==> src/rtl/matmul_pkg.sv <==
// matmul_pkg: shared definitions for the 2x2 matrix multiply sequencer.
//   - state_e     : sequencer FSM encoding (idle, multiply-accumulate, output, done)
//   - IdxC00..C11 : element index constants, idx = {i, j}
//   - acc_w()     : accumulator width for a given operand width
package matmul_pkg;

    typedef enum logic [1:0] {
        StIdle = 2'd0,
        StMac  = 2'd1,
        StOut  = 2'd2,
        StDone = 2'd3
    } state_e;

    localparam logic [1:0] IdxC00 = 2'd0;
    localparam logic [1:0] IdxC01 = 2'd1;
    localparam logic [1:0] IdxC10 = 2'd2;
    localparam logic [1:0] IdxC11 = 2'd3;

    // Two 2W-bit products summed need one extra bit.
    function automatic int unsigned acc_w(input int unsigned w);
        return 2 * w + 1;
    endfunction

endpackage

==> src/rtl/mm_idx_counter.sv <==
// mm_idx_counter: 2-bit element index counter for the matmul sequencer.
// Ports:
//   clk    in  1  clock, rising edge
//   clr_i  in  1  synchronous clear to 0 (takes priority over ce_i)
//   ce_i   in  1  count enable, increments by one with 2-bit wrap
//   idx_o  out 2  current element index
module mm_idx_counter (
    input  logic       clk,
    input  logic       clr_i,
    input  logic       ce_i,
    output logic [1:0] idx_o
);

    logic [1:0] idx_q, idx_d;

    always_comb begin
        idx_d = idx_q;
        if (clr_i) begin
            idx_d = 2'd0;
        end else if (ce_i) begin
            idx_d = idx_q + 2'd1;
        end
    end

    always_ff @(posedge clk) begin
        idx_q <= idx_d;
    end

    assign idx_o = idx_q;

endmodule

==> src/rtl/matmul_mac_sequencer.sv <==
// matmul_mac_sequencer: computes C = A x B for 2x2 unsigned matrices with one shared
// multiply-accumulate (one product per cycle) and emits C00, C01, C10, C11 in order over a
// valid/ready port.
// Optional feature: define MATMUL_SAT_EN to clamp each result to SAT_MAX (out_sat flags it).
// Ports:
//   clk        in   1      clock, rising edge
//   mr         in   1      master reset, synchronous, active-high
//   start      in   1      begin a multiply (only honoured in idle)
//   a_mat      in   4*W    A, element k=row*2+col at [k*W +: W]
//   b_mat      in   4*W    B, same packing
//   busy       out  1      operation in progress (not asserted in the done cycle)
//   out_valid  out  1      out_data/out_idx hold a C element
//   out_ready  in   1      consumer accepts when out_valid && out_ready
//   out_idx    out  2      element index {i, j}
//   out_data   out  ACC_W  C[i][j]
//   out_sat    out  1      element was clamped
//   done       out  1      one-cycle pulse after the C11 handshake
module matmul_mac_sequencer
    import matmul_pkg::*;
#(
    parameter int unsigned W       = 8,
    parameter int unsigned SAT_MAX = 255,
    localparam int unsigned ACC_W  = acc_w(W)
) (
    input  logic             clk,
    input  logic             mr,
    input  logic             start,
    input  logic [4*W-1:0]   a_mat,
    input  logic [4*W-1:0]   b_mat,
    output logic             busy,
    output logic             out_valid,
    input  logic             out_ready,
    output logic [1:0]       out_idx,
    output logic [ACC_W-1:0] out_data,
    output logic             out_sat,
    output logic             done
);

    state_e             state_q, state_d;
    logic [4*W-1:0]     a_q, a_d;
    logic [4*W-1:0]     b_q, b_d;
    logic [ACC_W-1:0]   acc_q, acc_d;
    logic               term_q, term_d;
    logic [ACC_W-1:0]   out_data_q, out_data_d;
    logic               out_sat_q, out_sat_d;

    logic [1:0]         idx;
    logic               start_accept;
    logic               handshake;
    logic [1:0]         a_k, b_k;
    logic [W-1:0]       a_el, b_el;
    logic [2*W-1:0]     prod;
    logic [ACC_W-1:0]   sum;
    logic [ACC_W-1:0]   load_data;
    logic               load_sat;

    assign start_accept = (state_q == StIdle) && start;
    assign handshake    = (state_q == StOut) && out_ready;

    // Index is cleared on reset or a new run and only advances on a non-final handshake,
    // so it never wraps within a run.
    mm_idx_counter u_idx_counter (
        .clk   (clk),
        .clr_i (mr || start_accept),
        .ce_i  (handshake && (idx != IdxC11)),
        .idx_o (idx)
    );

    // C[i][j] += A[i][term] * B[term][j]
    assign a_k  = {idx[1], term_q};
    assign b_k  = {term_q, idx[0]};
    assign a_el = a_q[32'(a_k) * W +: W];
    assign b_el = b_q[32'(b_k) * W +: W];
    assign prod = (2 * W)'(a_el) * (2 * W)'(b_el);
    assign sum  = acc_q + ACC_W'(prod);

`ifdef MATMUL_SAT_EN
    localparam logic [ACC_W-1:0] SatMaxW = ACC_W'(SAT_MAX);

    always_comb begin
        load_data = sum;
        load_sat  = 1'b0;
        if (sum > SatMaxW) begin
            load_data = SatMaxW;
            load_sat  = 1'b1;
        end
    end
`else
    logic unused_sat_max;
    assign unused_sat_max = (SAT_MAX != 0);
    assign load_data      = sum;
    assign load_sat       = 1'b0;
`endif

    always_comb begin
        state_d    = state_q;
        a_d        = a_q;
        b_d        = b_q;
        acc_d      = acc_q;
        term_d     = term_q;
        out_data_d = out_data_q;
        out_sat_d  = out_sat_q;
        unique case (state_q)
            StIdle: begin
                if (start) begin
                    a_d     = a_mat;
                    b_d     = b_mat;
                    acc_d   = '0;
                    term_d  = 1'b0;
                    state_d = StMac;
                end
            end
            StMac: begin
                acc_d  = sum;
                term_d = ~term_q;
                if (term_q) begin
                    out_data_d = load_data;
                    out_sat_d  = load_sat;
                    state_d    = StOut;
                end
            end
            StOut: begin
                if (out_ready) begin
                    if (idx == IdxC11) begin
                        state_d = StDone;
                    end else begin
                        acc_d   = '0;
                        term_d  = 1'b0;
                        state_d = StMac;
                    end
                end
            end
            StDone: begin
                state_d = StIdle;
            end
            default: begin
                state_d = StIdle;
            end
        endcase
    end

    always_ff @(posedge clk) begin
        if (mr) begin
            state_q    <= StIdle;
            a_q        <= '0;
            b_q        <= '0;
            acc_q      <= '0;
            term_q     <= 1'b0;
            out_data_q <= '0;
            out_sat_q  <= 1'b0;
        end else begin
            state_q    <= state_d;
            a_q        <= a_d;
            b_q        <= b_d;
            acc_q      <= acc_d;
            term_q     <= term_d;
            out_data_q <= out_data_d;
            out_sat_q  <= out_sat_d;
        end
    end

    assign busy      = (state_q == StMac) || (state_q == StOut);
    assign out_valid = (state_q == StOut);
    assign done      = (state_q == StDone);
    assign out_idx   = idx;
    assign out_data  = out_data_q;
    assign out_sat   = out_sat_q;

endmodule

==> config.mk <==
export PLATFORM = sky130hd
export DESIGN_NAME = matmul_mac_sequencer
export DESIGN_NICKNAME = d
export VERILOG_FILES = /design/src/rtl/matmul_pkg.sv /design/src/rtl/mm_idx_counter.sv /design/src/rtl/matmul_mac_sequencer.sv
export SDC_FILE = /design/constraint.sdc
export NUM_CORES = 1
export LEC_CHECK = 0
export BUFFER_PORTS_ARGS = -buffer_cell sky130_fd_sc_hd__buf_2
export CAP_MARGIN = 20
export CORE_MARGIN = 2
export CORE_UTILIZATION = 50
export DETAILED_ROUTE_END_ITERATION = 16
export GPL_TIMING_DRIVEN = 0
export PLACE_DENSITY = 0.74
export SETUP_SLACK_MARGIN = 0.1
export SYNTH_ARGS = -nofsm -noshare
export SYNTH_HDL_FRONTEND = slang
export SYNTH_SLANG_ARGS = --single-unit
==> constraint.sdc <==
create_clock -name clk -period 6.65 [get_ports clk]
set_clock_uncertainty 0.2 [all_clocks]
set_input_delay 1.33 -clock clk [delete_from_list [all_inputs] [get_ports clk]]
set_output_delay 1.33 -clock clk [all_outputs]
set_load 0.05 [all_outputs]
=== Word level (Yosys, flattened, before mapping) ===
Cells that the tools add are included.

* Multiply operators: 1
* Bitwise operators: 1
* Reductions and logical operators: 11
* Add/sub/neg operators: 2
* Equality and inequality tests: 9
* Shift operators: 2
* Multiplexer cells: 13

{| class="wikitable"
|+ Operator list
! kind !! count
|-
| $shiftx A32 B6 Y8 || 2
|-
| $mux W17 || 3
|-
| $pmux W17 S3 || 1
|-
| $add A17 B16 Y17 || 1
|-
| $mul A8 B8 Y16 || 1
|-
| $mux W2 || 4
|-
| $ne A2 B2 Y1 const B || 4
|-
| $pmux W2 S4 || 1
|-
| $eq A2 B2 Y1 const B || 3
|-
| $reduce_and A2 Y1 || 2
|-
| $reduce_and A4 Y1 || 1
|-
| $logic_and A1 B1 Y1 || 3
|-
| $mux W1 || 3
|-
| $pmux W1 S3 || 1
|-
| $reduce_and A3 Y1 || 1
|-
| $reduce_bool A3 Y1 || 1
|-
| $add A2 B1 Y2 const B || 1
|-
| $eq A2 B1 Y1 const B || 1
|-
| $logic_not A2 Y1 || 1
|-
| $logic_or A1 B1 Y1 || 2
|-
| $ne A2 B1 Y1 const B || 1
|-
| $not A1 Y1 || 1
|}

* Input port bits: 68
* Output and inout bits: 23
* Flip-flop bits (word level): 103

=== Longest topological paths before layout ===
* Depth in word-level cells: 4
* Mapped depth: 19
* Gate-level depth less buffers: 17

=== Cells and area by module ===
From an unflattened synthesis, not the netlist that was laid out.

* Cell total of the unflattened synthesis: 800
* Area, all modules: 6801.5 um^2

{| class="wikitable"
|+ By module, submodules not included
! module !! times used !! sequential area each (um^2) !! cells each !! area each (um^2)
|-
| matmul_mac_sequencer || 1 || 2021.9 || 793 || 6722.7
|-
| mm_idx_counter || 1 || 40.0 || 7 || 78.8
|}

=== Worst setup path before layout ===
No wires, ideal clock.

* Kind: reg2reg
* Start: reg u_idx_counter.idx_q[0] (netlist: u_idx_counter.idx_o[0])
* End: reg acc_q[13]
* Stages on the path, launching flop included: 17
* Setup slack: 976 ps
* Required time: 6333 ps
* Arrival time: 5357 ps
* Clock period less this slack: 5674 ps
* Library setup time: 117 ps
* Cell sequence: dfxtp_1 > clkbuf_1 > mux4_2 > and2_1 > fa_1 > fa_1 > inv_1 > fa_1 > fa_1 > inv_1 > ha_1 > o21a_1 > o21a_1 > a2111oi_0 > nor3_1 > xor2_1 > a22o_1

* Cells in the longest elaborated chain, start to end: 4
* Elaborated cells between the ends (all ways): 7

{| class="wikitable"
|+ Ends and longest elaborated chain
! element !! line !! RTL
|-
| start, declared || mm_idx_counter.sv:14 || <nowiki>logic [1:0] idx_q, idx_d;</nowiki>
|-
| start signal, assigned || mm_idx_counter.sv:26 || <nowiki>idx_q <= idx_d;</nowiki>
|-
| $shiftx A32 B6 Y8 || matmul_mac_sequencer.sv:73 || <nowiki>assign b_el = b_q[32'(b_k) * W +: W];</nowiki>
|-
| $mul A8 B8 Y16 || matmul_mac_sequencer.sv:74 || <nowiki>assign prod = (2 * W)'(a_el) * (2 * W)'(b_el);</nowiki>
|-
| $add A17 B16 Y17 || matmul_mac_sequencer.sv:75 || <nowiki>assign sum = acc_q + ACC_W'(prod);</nowiki>
|-
| $pmux W17 S3 || matmul_mac_sequencer.sv:103 || <nowiki>unique case (state_q)</nowiki>
|-
| end signal, assigned || matmul_mac_sequencer.sv:147 || <nowiki>acc_q <= '0;</nowiki>
|-
| end signal, assigned || matmul_mac_sequencer.sv:155 || <nowiki>acc_q <= acc_d;</nowiki>
|-
| end, declared || matmul_mac_sequencer.sv:42 || <nowiki>logic [ACC_W-1:0] acc_q, acc_d;</nowiki>
|}

Parallel ways exist; a longest one is shown, timed or not.
A chain may end at the register's enable or synchronous reset.

=== Worst setup path in the final report ===
* Start: reg u_idx_counter.idx_q[0] (netlist: u_idx_counter.idx_o[0])
* End: reg out_data_q[15] (netlist: out_data[15])

* Cells in the longest elaborated chain, start to end: 3

{| class="wikitable"
|+ Ends and longest elaborated chain
! element !! line !! RTL
|-
| $shiftx A32 B6 Y8 || matmul_mac_sequencer.sv:73 ||
|-
| $mul A8 B8 Y16 || matmul_mac_sequencer.sv:74 ||
|-
| $add A17 B16 Y17 || matmul_mac_sequencer.sv:75 ||
|-
| end signal, assigned || matmul_mac_sequencer.sv:157 || <nowiki>out_data_q <= out_data_d;</nowiki>
|-
| end, declared || matmul_mac_sequencer.sv:44 || <nowiki>logic [ACC_W-1:0] out_data_q, out_data_d;</nowiki>
|}

No other way between the ends.

==> flow_summary_export.csv <==
group,metric,value,unit
clock_network,cts_root_buf,"clkbuf_16",
power_and_ir_drop,power.density,265,nW/um^2
layout,final_core_util,58.5,%
layout,antennaDiodeCount,0,
clock_network,cts_hold_buf,0,
clock_network,cts_setup_buffers,0,
placed_design,place_congestion,0.868,
worst_setup_path,arrival,6.00,ns
synth,yosysSeqAreaShare,30.3,%
clock_network,post_cts_resized,0,
global_routing,grt_pass1_wl,27.6,mm
power_and_ir_drop,peakVddDrop,0.251,mV
global_routing,track_usage,24.2,%
layout,drive_above_1_share,15.1,%
layout,fin_nets,1056,
layout,areaGrowthSynthToFinish,14.0,%
die,fp.coreArea,13200,sq um
route,ant_nets,0,
power_and_ir_drop,p_total,2050,uW
synth,syn_nets,957,
layout,register_area,2060,sq um
synth,synth-edff-count,0,
synth,ys.flop_type,"dfxtp_1",
worst_setup_path,critPathTopFamily,"adder cells",
timing,drv_slew,0,
synth,synth-async-reset-ratio,0,%
worst_setup_path,cp_num_buf_inv,4,
synth,synth.largest_area_cell,"dfxtp_1",
layout,n_fill_cell,1206,
clock_network,clk_latency,0.36,ns
synth,ys_top_cells_by_count,"198 x nand2_1, 103 x dfxtp_1, 101 x inv_1",
global_routing,gr-total-overflow,0,
die,dieArea,14500,sq um
route,drt_iter0_markers,232,
route,routed_wl,16.2,mm
power_and_ir_drop,p_leak,0.00360,uW
worst_setup_path,cp_cell_sequence,"clkbuf_1 -> mux4_2 -> nand2_1 -> fa_1 -> inv_1 -> fa_1 -> inv_1 -> fa_1 -> fa_1 -> inv_1 -> ha_1 -> o21ai_0 -> nor2_1 -> o311ai_1 -> a21oi_1 -> nor4b_4 -> a311o_1",
synth,yosysTopAreaCellShare,30.3,%
route,avgRoutedWirePerCell,15.1,um
synth,syn-cell-area,6800,sq um
worst_setup_path,crit_path_start_kind,"flop",
synth,synth_area_leaders,"dfxtp_1 30%, fa_1 15%, nand2_1 11%",
clock_network,clkTransAtPathRegs,0.07,ns
worst_setup_path,cp_slowest_cell,"mux4_2",
synth,synth_cells,794,
job,max-cap-violations,0,
placed_design,port_buffers,88,
die,die_y,121,um
timing,min_period_over_period,89.5,%
synth,yosys.cell_types.count,59,
timing,slew_headroom,50.5,%
timing,hold_violations,0,
die,initial_core_util,51.3,%
route,firstDrtPassIters,5,
placed_design,dp_hpwl,12.6,mm
timing,worst_pin_slew,0.742,ns
clock_network,cts_buffer_depth,2,
timing,setup_viol,0,
worst_setup_path,critPathCaptureType,"flop",
worst_hold_path,hold_class,"flop to flop",
timing,setup_tns,0,ns
clock_network,cts_tree,"yes",
die,io_pins,91,
synth,yosys_warnings,0,
global_routing,grt_pass1_vias,5811,
worst_setup_path,crit_required,6.70,ns
timing,rsz0062_at_grt,"false",
worst_setup_path,path_common_cell,"fa_1",
route,drc,0,
worst_setup_path,path_class,"flop to flop",
clock_network,htree_levels,3,
worst_setup_path,crit_fanout,9,
layout,multiInputGateArea,4170,sq um
synth,synth.most_common_cell,"nand2_1",
synth,ys_ff_latch,103,
timing,fmax,168,MHz
worst_setup_path,max_stage_delay,0.70,ns
die,dieWidth,121,um
route,vias,5669,
synth,avgSynthCellArea,8.56,sq um
outcome,run_status,"complete, no violations",
clock_network,cts_buffers,9,
route,viasPerCell,5.28,
global_routing,antenna_found_initial,0,
global_routing,grt_max_degree,20,
timing,fin_crit,5.95,ns
die,rows,42,
clock_network,clock_sinks,103,
registers in the layout, summed over array words and instances, names as in the netlist:
signal,count
a_q,32
acc_q,17
b_q,32
out_data,17
state_q,2
term_q,1
u_idx_counter.idx_o,2
metrics by stage:
| stage | cell area (sq um) | std cells | setup WS (ns) | hold WS, ns |
|---|---|---|---|---|
| 5_1_grt | 7750 | 1074 | 0.365 | 0.264 |
| 4_1_cts | 7750 | 1074 | 0.735 | 0.253 |
| 3_5_place_dp | 7460 | 1058 | 0.758 | 0.243 |
| 6_report | 7750 | 1074 | 0.700 | 0.252 |
| 3_3_place_gp | 7460 | 1058 | 0.755 | 0.240 |
| 2_1_floorplan | 6800 | 794 | 0.976 | 0.232 |
worst min-delay path, stage by stage, from the launching register on:
cell	delay [ns]
dfxtp_1	0.31
nand2_1	0.05
a21oi_1	0.05
final cells by class:
cell class,instances,area share [%]
flip-flops and latches,103,26.6
multi-input cells,552,53.8
well taps,176,2.84
repair buffers,88,5.68
clock inverters,6,0.823
plain buffers,38,2.41
clock buffers,10,2.95
inverters,101,4.89
power breakdown:
group	total, uW	internal [uW]	switching (uW)
combinational	774	260	514
clock	530	265	265
sequential	747	700	47.2
metal layers:
metal	wire, um	global-route usage [%]	up-vias	part of all wire [%]
li1	-	-	2783	-
met1	7210	30.8	2697	44
met2	7880	41.6	163	49
met3	820	4.62	26	5.1
met4	292	7.49	0	1.8
met5	0	0	-	0
worst paths after layout:
path | from | end | slack (ns) | cells after the start
worst max-delay path | u_idx_counter.idx_o[0]$_SDFFE_PP0P_ | out_data[15]$_SDFFE_PP0P_ | 0.70 | 17
worst max register to register | u_idx_counter.idx_o[0]$_SDFFE_PP0P_ | out_data[15]$_SDFFE_PP0P_ | 0.70 | 17
worst min register to register | out_data[3]$_SDFFE_PP0P_ | out_data[3]$_SDFFE_PP0P_ | 0.25 | 2
worst min-delay path | out_data[3]$_SDFFE_PP0P_ | out_data[3]$_SDFFE_PP0P_ | 0.25 | 2
cells by family after synthesis:
family / Yosys count / share of synthesized area (%)
AND/OR/NAND/NOR: 290 / 18.8
buffers and inverters: 139 / 8.32
AO/OA/AOI/OAI: 135 / 12.1
flip-flops: 103 / 30.3
adder cells (fa/ha/maj): 95 / 23.0
multiplexers: 18 / 5.61
XOR/XNOR: 13 / 1.67
other: 1 / 0.0552
cell usage in the layout, fill, tap and decap left out, drive strengths merged, types with 4 or more instances in the layout:
master	Yosys	routed
nand2	198	198
clkbuf	22	32
nor2	20	20
nand3	11	11
and2	35	35
o21ai	7	7
a22o	7	7
xnor2	5	5
mux4	16	16
nor3	8	8
a21oi	89	89
fa	50	50
nor4b	4	4
ha	45	45
buf	15	103
a211oi	4	4
dfxtp	103	103
xor2	8	8
inv	101	104
a21o	4	4
No activity file was read; power rests on OpenSTA's default activity.
